===== src/rtl/divider_pkg.sv =====
// rtl/divider_pkg.sv - shared types and constants for the RV32M divider sequencer
package divider_pkg;

    typedef enum logic [1:0] {
        DIV  = 2'b00,
        DIVU = 2'b01,
        REM  = 2'b10,
        REMU = 2'b11
    } div_operation_e;

    typedef enum logic [1:0] {
        IDLE,
        BUSY,
        FIXUP,
        DONE
    } divider_state_e;

    localparam int ITERATIONS = 32;
    localparam int COUNT_W    = $clog2(ITERATIONS);

    function automatic logic is_signed_op(input div_operation_e op);
        return (op == DIV) || (op == REM);
    endfunction

    function automatic logic is_rem_op(input div_operation_e op);
        return (op == REM) || (op == REMU);
    endfunction

endpackage


===== src/rtl/divider_step.sv =====
// rtl/divider_step.sv - one combinational radix-2 restoring division iteration
module divider_step #(
    parameter int WIDTH = 32
) (
    input  logic [WIDTH-1:0] remainder,
    input  logic [WIDTH-1:0] dividend,
    input  logic [WIDTH-1:0] divisor,
    output logic [WIDTH-1:0] remainder_next,
    output logic [WIDTH-1:0] dividend_next
);

    logic [WIDTH:0]   partial;
    logic [WIDTH-1:0] diff;
    logic             quotient_bit;

    // The live remainder is always below the divisor, so the true difference
    // fits in WIDTH bits and the modular subtraction is exact.
    assign partial        = {remainder, dividend[WIDTH-1]};
    assign quotient_bit   = partial >= {1'b0, divisor};
    assign diff           = partial[WIDTH-1:0] - divisor;
    assign remainder_next = quotient_bit ? diff : partial[WIDTH-1:0];
    assign dividend_next  = {dividend[WIDTH-2:0], quotient_bit};

endmodule


===== src/rtl/divider_sequencer.sv =====
// rtl/divider_sequencer.sv - multi-cycle DIV/DIVU/REM/REMU sequencer; DIVIDER_FAST_PATH_EN enables early finish
module divider_sequencer
    import divider_pkg::*;
#(
    parameter int WIDTH = 32
) (
    input  logic             clk_i,
    input  logic             rst_i,
    input  logic             valid_i,
    output logic             ready_o,
    input  div_operation_e   operation_i,
    input  logic [WIDTH-1:0] dividend_i,
    input  logic [WIDTH-1:0] divisor_i,
    input  logic             kill_i,
    output logic             result_valid_o,
    input  logic             result_ready_i,
    output logic [WIDTH-1:0] result_o,
    output logic             busy_o
);

    divider_state_e     state_q, state_d;
    div_operation_e     op_q;
    logic [COUNT_W-1:0] count_q;
    logic [WIDTH-1:0]   rem_q, dvd_q, dvs_q;
    logic [WIDTH-1:0]   rem_next, dvd_next;
    logic               dvd_neg_q, q_neg_q;

    logic               signed_in;
    logic [WIDTH-1:0]   dividend_mag, divisor_mag;
    logic [WIDTH-1:0]   quotient_fix, remainder_fix, result_fix;

    divider_step #(.WIDTH(WIDTH)) u_step (
        .remainder      (rem_q),
        .dividend       (dvd_q),
        .divisor        (dvs_q),
        .remainder_next (rem_next),
        .dividend_next  (dvd_next)
    );

    assign signed_in    = is_signed_op(operation_i);
    assign dividend_mag = (signed_in && dividend_i[WIDTH-1]) ? -dividend_i : dividend_i;
    assign divisor_mag  = (signed_in && divisor_i[WIDTH-1])  ? -divisor_i  : divisor_i;

    assign quotient_fix  = q_neg_q   ? -dvd_q : dvd_q;
    assign remainder_fix = dvd_neg_q ? -rem_q : rem_q;
    assign result_fix    = is_rem_op(op_q) ? remainder_fix : quotient_fix;

`ifdef DIVIDER_FAST_PATH_EN
    logic             fast_hit;
    logic [WIDTH-1:0] fast_result;

    // Both shortcut cases leave the dividend as remainder; only the quotient differs.
    assign fast_hit    = (divisor_i == '0) || (!signed_in && (dividend_i < divisor_i));
    assign fast_result = is_rem_op(operation_i) ? dividend_i :
                         (divisor_i == '0)      ? '1 : '0;
`endif

    always_comb begin
        state_d = state_q;
        case (state_q)
            IDLE: begin
                if (valid_i) begin
`ifdef DIVIDER_FAST_PATH_EN
                    state_d = fast_hit ? DONE : BUSY;
`else
                    state_d = BUSY;
`endif
                end
            end
            BUSY:    if (count_q == '0) state_d = FIXUP;
            FIXUP:   state_d = DONE;
            DONE:    if (result_valid_o && result_ready_i) state_d = IDLE;
            default: state_d = IDLE;
        endcase
        if (kill_i) state_d = IDLE;
    end

    // Handshake outputs are registered copies of the next state.
    always_ff @(posedge clk_i) begin
        if (rst_i) begin
            state_q        <= IDLE;
            ready_o        <= 1'b1;
            busy_o         <= 1'b0;
            result_valid_o <= 1'b0;
        end else begin
            state_q        <= state_d;
            ready_o        <= (state_d == IDLE);
            busy_o         <= (state_d != IDLE);
            result_valid_o <= (state_d == DONE);
        end
    end

    always_ff @(posedge clk_i) begin
        if (rst_i) begin
            op_q      <= DIV;
            count_q   <= '0;
            rem_q     <= '0;
            dvd_q     <= '0;
            dvs_q     <= '0;
            dvd_neg_q <= 1'b0;
            q_neg_q   <= 1'b0;
            result_o  <= '0;
        end else if (!kill_i) begin
            case (state_q)
                IDLE: begin
                    if (valid_i) begin
                        op_q      <= operation_i;
                        count_q   <= COUNT_W'(ITERATIONS - 1);
                        rem_q     <= '0;
                        dvd_q     <= dividend_mag;
                        dvs_q     <= divisor_mag;
                        dvd_neg_q <= signed_in && dividend_i[WIDTH-1];
                        q_neg_q   <= signed_in && (dividend_i[WIDTH-1] ^ divisor_i[WIDTH-1])
                                     && (divisor_i != '0);
`ifdef DIVIDER_FAST_PATH_EN
                        if (fast_hit) result_o <= fast_result;
`endif
                    end
                end
                BUSY: begin
                    rem_q   <= rem_next;
                    dvd_q   <= dvd_next;
                    count_q <= count_q - 1'b1;
                end
                FIXUP:   result_o <= result_fix;
                default: ;
            endcase
        end
    end

endmodule


===== config.mk =====
export PLATFORM = sky130hd
export DESIGN_NAME = divider_sequencer
export DESIGN_NICKNAME = d
export VERILOG_FILES = /design/src/rtl/divider_pkg.sv /design/src/rtl/divider_step.sv /design/src/rtl/divider_sequencer.sv
export SDC_FILE = /design/constraint.sdc
export NUM_CORES = 1
export LEC_CHECK = 0
export ABC_AREA = 1
export CAP_MARGIN = 20
export CORE_MARGIN = 4
export CORE_UTILIZATION = 57
export DETAILED_ROUTE_END_ITERATION = 8
export DONT_BUFFER_PORTS = 1
export GPL_ROUTABILITY_DRIVEN = 0
export PLACE_DENSITY = 0.72
export SLEW_MARGIN = 15
export SYNTH_ARGS = -nofsm -noshare
export SYNTH_HDL_FRONTEND = slang
export SYNTH_SLANG_ARGS = --single-unit

===== constraint.sdc =====
create_clock -name clk_i -period 3.9 [get_ports clk_i]
set_input_delay 0.78 -clock clk_i [delete_from_list [all_inputs] [get_ports clk_i]]
set_output_delay 0.78 -clock clk_i [all_outputs]
set_load 0.05 [all_outputs]

# After elaboration in Yosys (flattened, before gate mapping)
# Cells that the tools add are included.
# word_totals
reg_bits	142
latch_bits	0
ramBits	0
romBits	0
output_inout_bits	35
wordCells	63
mem_count	0
# op_classes
addsub	6
n_mul	0
div	0
order_cmp	1
eq_ne	8
shift	0
muxes	17
bitwise	2
n_reduce_logical	17
# op_table
op	n
2-to-1 mux 32 bit	8
negation 32 bit	4
case mux 32 bit (2 select lines)	2
>= comparator 33 x 32 -> 1 bit	1
nonzero test 32 bit	1
subtractor 32 bit	1
equality test 2 bit (second input constant)	6
case mux 5 bit (2 select lines)	1
2-to-1 mux 2 bit	4
case mux 2 bit (4 select lines)	1
zero test 2 bit	3
AND reduction 3 bit	2
logical AND 1 bit	5
zero test 5 bit	1
2-to-1 mux 5 bit	1
subtractor 5 x 1 -> 5 bit (second input constant)	1
nonzero test 2 bit	2
equality test 2 x 1 -> 1 bit (second input constant)	1
logical OR 1 bit	2
!= test 2 bit (second input constant)	1
AND reduction 2 bit	1
NOT 1 bit	1
XOR 1 bit	1

# Logic depth before layout (Yosys ltp)
# depth
depth_word	6
ltp_mapped	16
mapped_depth_nobuf	16

# By module
# Synthesis repeated with hierarchy kept, for this count alone.
# hier_totals
cells_unflattened	2300
hier_area_um2	12877.4
# by_module_without_submodules
module	instances	cells_each	area_each_um2	seq_area_each_um2
divider_sequencer	1	1621	9476.6	2822.7
divider_step	1	679	3400.8	0.0

# Least setup slack after synthesis
# Ideal clock, no wire load.
# synth_timing
path_kind	input port to flip-flop
start	in dividend_i[1]
end	reg dvd_q[30]
arrival_time_ns	2.086
slack_ns	1.694
path_stages	12
cell_sequence	inv_1 -> ha_1 -> nand3_1 -> nor2_2 -> nand2_2 -> nor2_4 -> nand2_2 -> nand2_2 -> nand3_1 -> or2_0 -> nand3_1 -> a21oi_1
# synth_via
elab_chain_cells	4
# synth_lines
item	line	source
from (decl)	divider_sequencer.sv:12	input logic [WIDTH-1:0] dividend_i,
negation 32 bit	divider_sequencer.sv:41	assign dividend_mag = (signed_in && dividend_i[WIDTH-1]) ? -dividend_i : dividend_i;
2-to-1 mux 32 bit	divider_sequencer.sv:41	
2-to-1 mux 32 bit	divider_sequencer.sv:106	if (valid_i) begin
case mux 32 bit (2 select lines)	divider_sequencer.sv:104	case (state_q)
to (signal assigned)	divider_sequencer.sv:110	dvd_q <= dividend_mag;
to (signal assigned)	divider_sequencer.sv:122	dvd_q <= dvd_next;
to (decl)	divider_sequencer.sv:24	logic [WIDTH-1:0] rem_q, dvd_q, dvs_q;
# Every way passes these cells. The select of a mux whose other input is x is not followed.
# A chain may end at the register's enable or synchronous reset.

# Final worst setup path
# layout_timing
start	reg rem_q[21]
end	reg rem_q[26]
# layout_via
elab_chain_cells	3
word_cells_on_any_way	4
# layout_lines
item	line	source
from (decl)	divider_sequencer.sv:24	
from (signal assigned)	divider_sequencer.sv:121	rem_q <= rem_next;
subtractor 32 bit / >= comparator 33 x 32 -> 1 bit (equally long branches)	divider_step.sv:20, divider_step.sv:19	
2-to-1 mux 32 bit (*)	divider_step.sv:21	assign remainder_next = quotient_bit ? diff : partial[WIDTH-1:0];
case mux 32 bit (2 select lines) (*)	divider_sequencer.sv:104	
# Mark *: on every way between the ends. The rest lies on a longest branch, timed or not.

==> results.sh <==
export IMPL_status="completed"
export IMPL_layout_drive_gt1_share=0.0550
export IMPL_grtUsageMet2=0.485
export IMPL_p_sw_mw=1.55
export IMPL_die_area_sq_um=23700
export IMPL_cts_hold_buf=0
export IMPL_comb_power_share=0.246
export IMPL_synth_avg_cell_area_sq_um=5.72
export IMPL_slowest_delay_ns=0.50
export IMPL_cp_start_kind="flip-flop"
export IMPL_coreArea_sq_um=21000
export IMPL_htree_levels=4
export IMPL_gr_usage_all_layers=0.310
export IMPL_period_needed_ns=2.66
export IMPL_p_int_mw=2.79
export IMPL_hold_violations=0
export IMPL_rsz0062_at_grt="false"
export IMPL_io_pins=106
export IMPL_dp_hpwl_um=29000
export IMPL_wl_per_cell_um=15.9
export IMPL_end_kind="flip-flop"
export IMPL_wirelength_um=37500
export IMPL_num_vias=13367
export IMPL_root_buffer="clkbuf_16"
export IMPL_synthTopCellsByArea="dfxtp_1 23%, nand2_1 17%, inv_1 10%"
export IMPL_nFillCells=2134
export IMPL_grt_pass1_vias=12069
export IMPL_fmax_ghz=0.376
export IMPL_post_cts_resize_count=0
export IMPL_leakage_nw=6.41
export IMPL_worst_pin_slew_ns=0.722
export IMPL_multi_input_area_sq_um=7690
export IMPL_vias_per_cell=5.65
export IMPL_min_path_type="in -> reg"
export IMPL_die_w_um=154
export IMPL_diodes=0
export IMPL_crit_buf_inv=2
export IMPL_port_buffer_count=0
export IMPL_max_slew_margin=0.516
export IMPL_grt_overflow_total=0
export IMPL_insertion_delay_ns=0.43
export IMPL_synth_largest_area_cell="dfxtp_1"
export IMPL_ys_ff_latch=141
export IMPL_ctsLongestPathBuffers=2
export IMPL_post_route_period_util=0.682
export IMPL_start_util=0.578
export IMPL_fin_cells=2366
export IMPL_final_nets=2188
export IMPL_power_mw=4.34
export IMPL_drt_pre_antenna_iters=6
export IMPL_clock_skew_ns=0.0122
export IMPL_pwr_share_seq=0.372
export IMPL_antenna_found_initial=0
export IMPL_yosysMostFrequentCell="nand2_1"
export IMPL_setup_viol=0
export IMPL_tns_ns=0
export IMPL_cellPowerDensity_nw_per_um2=337
export IMPL_cts_made_buffers=17
export IMPL_area_growth_pct=5.83
export IMPL_cp_common_cell="nand2_1"
export IMPL_placementRows=53
export IMPL_use_met1=0.434
export IMPL_cts_tree="built"
export IMPL_slew_viol_final=0
export IMPL_drt_iter0_markers=1290
export IMPL_path_class="reg -> reg"
export IMPL_cp_max_fo=33
export IMPL_synth_cell_type_count=45
export IMPL_cts_setup_buffers=0
export IMPL_synthTopCellsByCount="552 x nand2_1, 323 x inv_1, 241 x nand3_1"
export IMPL_switching_share=0.357
export IMPL_cp_arrival_ns=3.02
export IMPL_placed_cells=2334
export IMPL_grt_first_pass_wirelength_um=60900
export IMPL_async_flop_share=0
export IMPL_postSynthCellCount=2124
export IMPL_yosysSeqAreaShare=0.232
export IMPL_crit_required_ns=4.25
export IMPL_met3_usage=0.0563
export IMPL_ir_worst_vdd_mv=0.276
export IMPL_p_clk_frac=0.382
export IMPL_grt_busiest_layer="met2"
export IMPL_critical_path_top_delay_family="simple AND/OR/NAND/NOR gates"
export IMPL_clk_pin_slew_ns=0.07
export IMPL_cpMaxStageDelayCell="dfxtp_1"
export IMPL_die_h_um=154
export IMPL_whs_ns=0.415
export IMPL_syn_nets=2234
export IMPL_post_synth_instance_area_sq_um=12200
export IMPL_synth_top_flop_cell="dfxtp_1"
export IMPL_drv_cap=0
export IMPL_ant_nets=0
export IMPL_grt_max_degree=74
export IMPL_cts_sinks=141
export IMPL_synth_top_cell_area_share=0.232
export IMPL_synth_edf_count=0
export IMPL_drc=0
export IMPL_ys_warnings_count=0
export IMPL_seqCellArea_sq_um=2820
export IMPL_crit_path_cell_trace="ha_1 -> nand2_1 -> nand2_1 -> nand2_1 -> nand2_1 -> clkinv_1 -> nand2_1 -> nand2_1 -> nand2_1 -> a21oi_4 -> buf_4 -> nand2_4 -> nand2_1 -> nand3_1 -> a21oi_1"
-- worst register-to-register path: cells and delay by family, from the launching register on --
kind,cells,cell delay (ns)
buffers and inverters,2,0.40
DFF,1,0.50
and+or+nand+nor,10,1.04
adders and majority gates,1,0.37
AOI/OAI and AO/OA,2,0.28
-- per-layer routing --
layer	part of all wire	vias to the layer above	routed length, um
met1	0.45	6020	16800
met4	0.029	0	1100
li1	-	6741	-
met3	0.085	70	3190
met5	0	-	0
met2	0.44	536	16400
-- sequential cells by signal, indices dropped and copies added (netlist names) --
signal	flops
dvd_q	32
dvs_q	32
rem_q	32
result_o	32
count_q	5
state_q	2
busy_o	1
dvd_neg_q	1
op_q	1
q_neg_q	1
ready_o	1
result_valid_o	1
-- area by class of cell --
cell class,count,area share
Multi-Input combinational cell,1562,0.598
Clock inverter,13,0.0116
Sequential cell,141,0.219
Tap cell,275,0.0268
Inverter,342,0.0998
Clock buffer,19,0.0352
Timing Repair Buffer,14,0.00915
-- cells by family after synthesis --
logic type | count (synthesis) | synth area share
and+or+nand+nor | 1128 | 0.404
buffers and inverters | 421 | 0.136
AOI/OAI and AO/OA | 356 | 0.160
DFF | 141 | 0.232
xor gates and xnor gates | 39 | 0.0281
adders and majority gates | 39 | 0.0408
-- power by group through the flow --
stage / Clock, mW / Sequential (mW) / Combinational, mW
after detailed placement: 0 / 1.64 / 1.04
final: 1.66 / 1.61 / 1.07
after global routing: 1.74 / 1.62 / 1.20
after global placement: 0 / 1.64 / 1.03
after floorplan: 0 / 1.62 / 0.824
after CTS: 1.67 / 1.61 / 1.05
-- worst paths after layout --
check	slack, ns	depth (start not counted)	to	start
max	1.24	15	rem_q[26]	rem_q[21]
min	0.41	1	state_q[1]	rst_i
max reg2reg	1.24	15	rem_q[26]	rem_q[21]
min reg2reg	0.48	2	count_q[4]	count_q[4]
-- cell usage in the layout (no fill, tap or decap), types with 16 or more instances in the layout --
| cell type | n |
|---|---|
| inv_1 | 322 |
| inv_2 | 17 |
| o21ai_0 | 131 |
| o211ai_1 | 25 |
| nand4_1 | 23 |
| clkbuf_16 | 17 |
| nand3_1 | 241 |
| xor2_1 | 23 |
| ha_1 | 38 |
| xnor2_1 | 16 |
| nand2_1 | 552 |
| dfxtp_1 | 141 |
| nor3_1 | 38 |
| a21oi_1 | 164 |
| nor2_1 | 198 |
-- metrics by stage --
step | area (sq um) | worst slack [ns] | utilization
6_report | 12900 | 1.24 | 0.612
3_3_place_gp | 12300 | 1.34 | 0.583
5_1_grt | 12900 | 1.03 | 0.612
2_1_floorplan | 12200 | 1.69 | -
3_5_place_dp | 12300 | 1.32 | 0.583
4_1_cts | 12900 | 1.32 | 0.612
No activity file was read; power rests on OpenSTA's default activity.
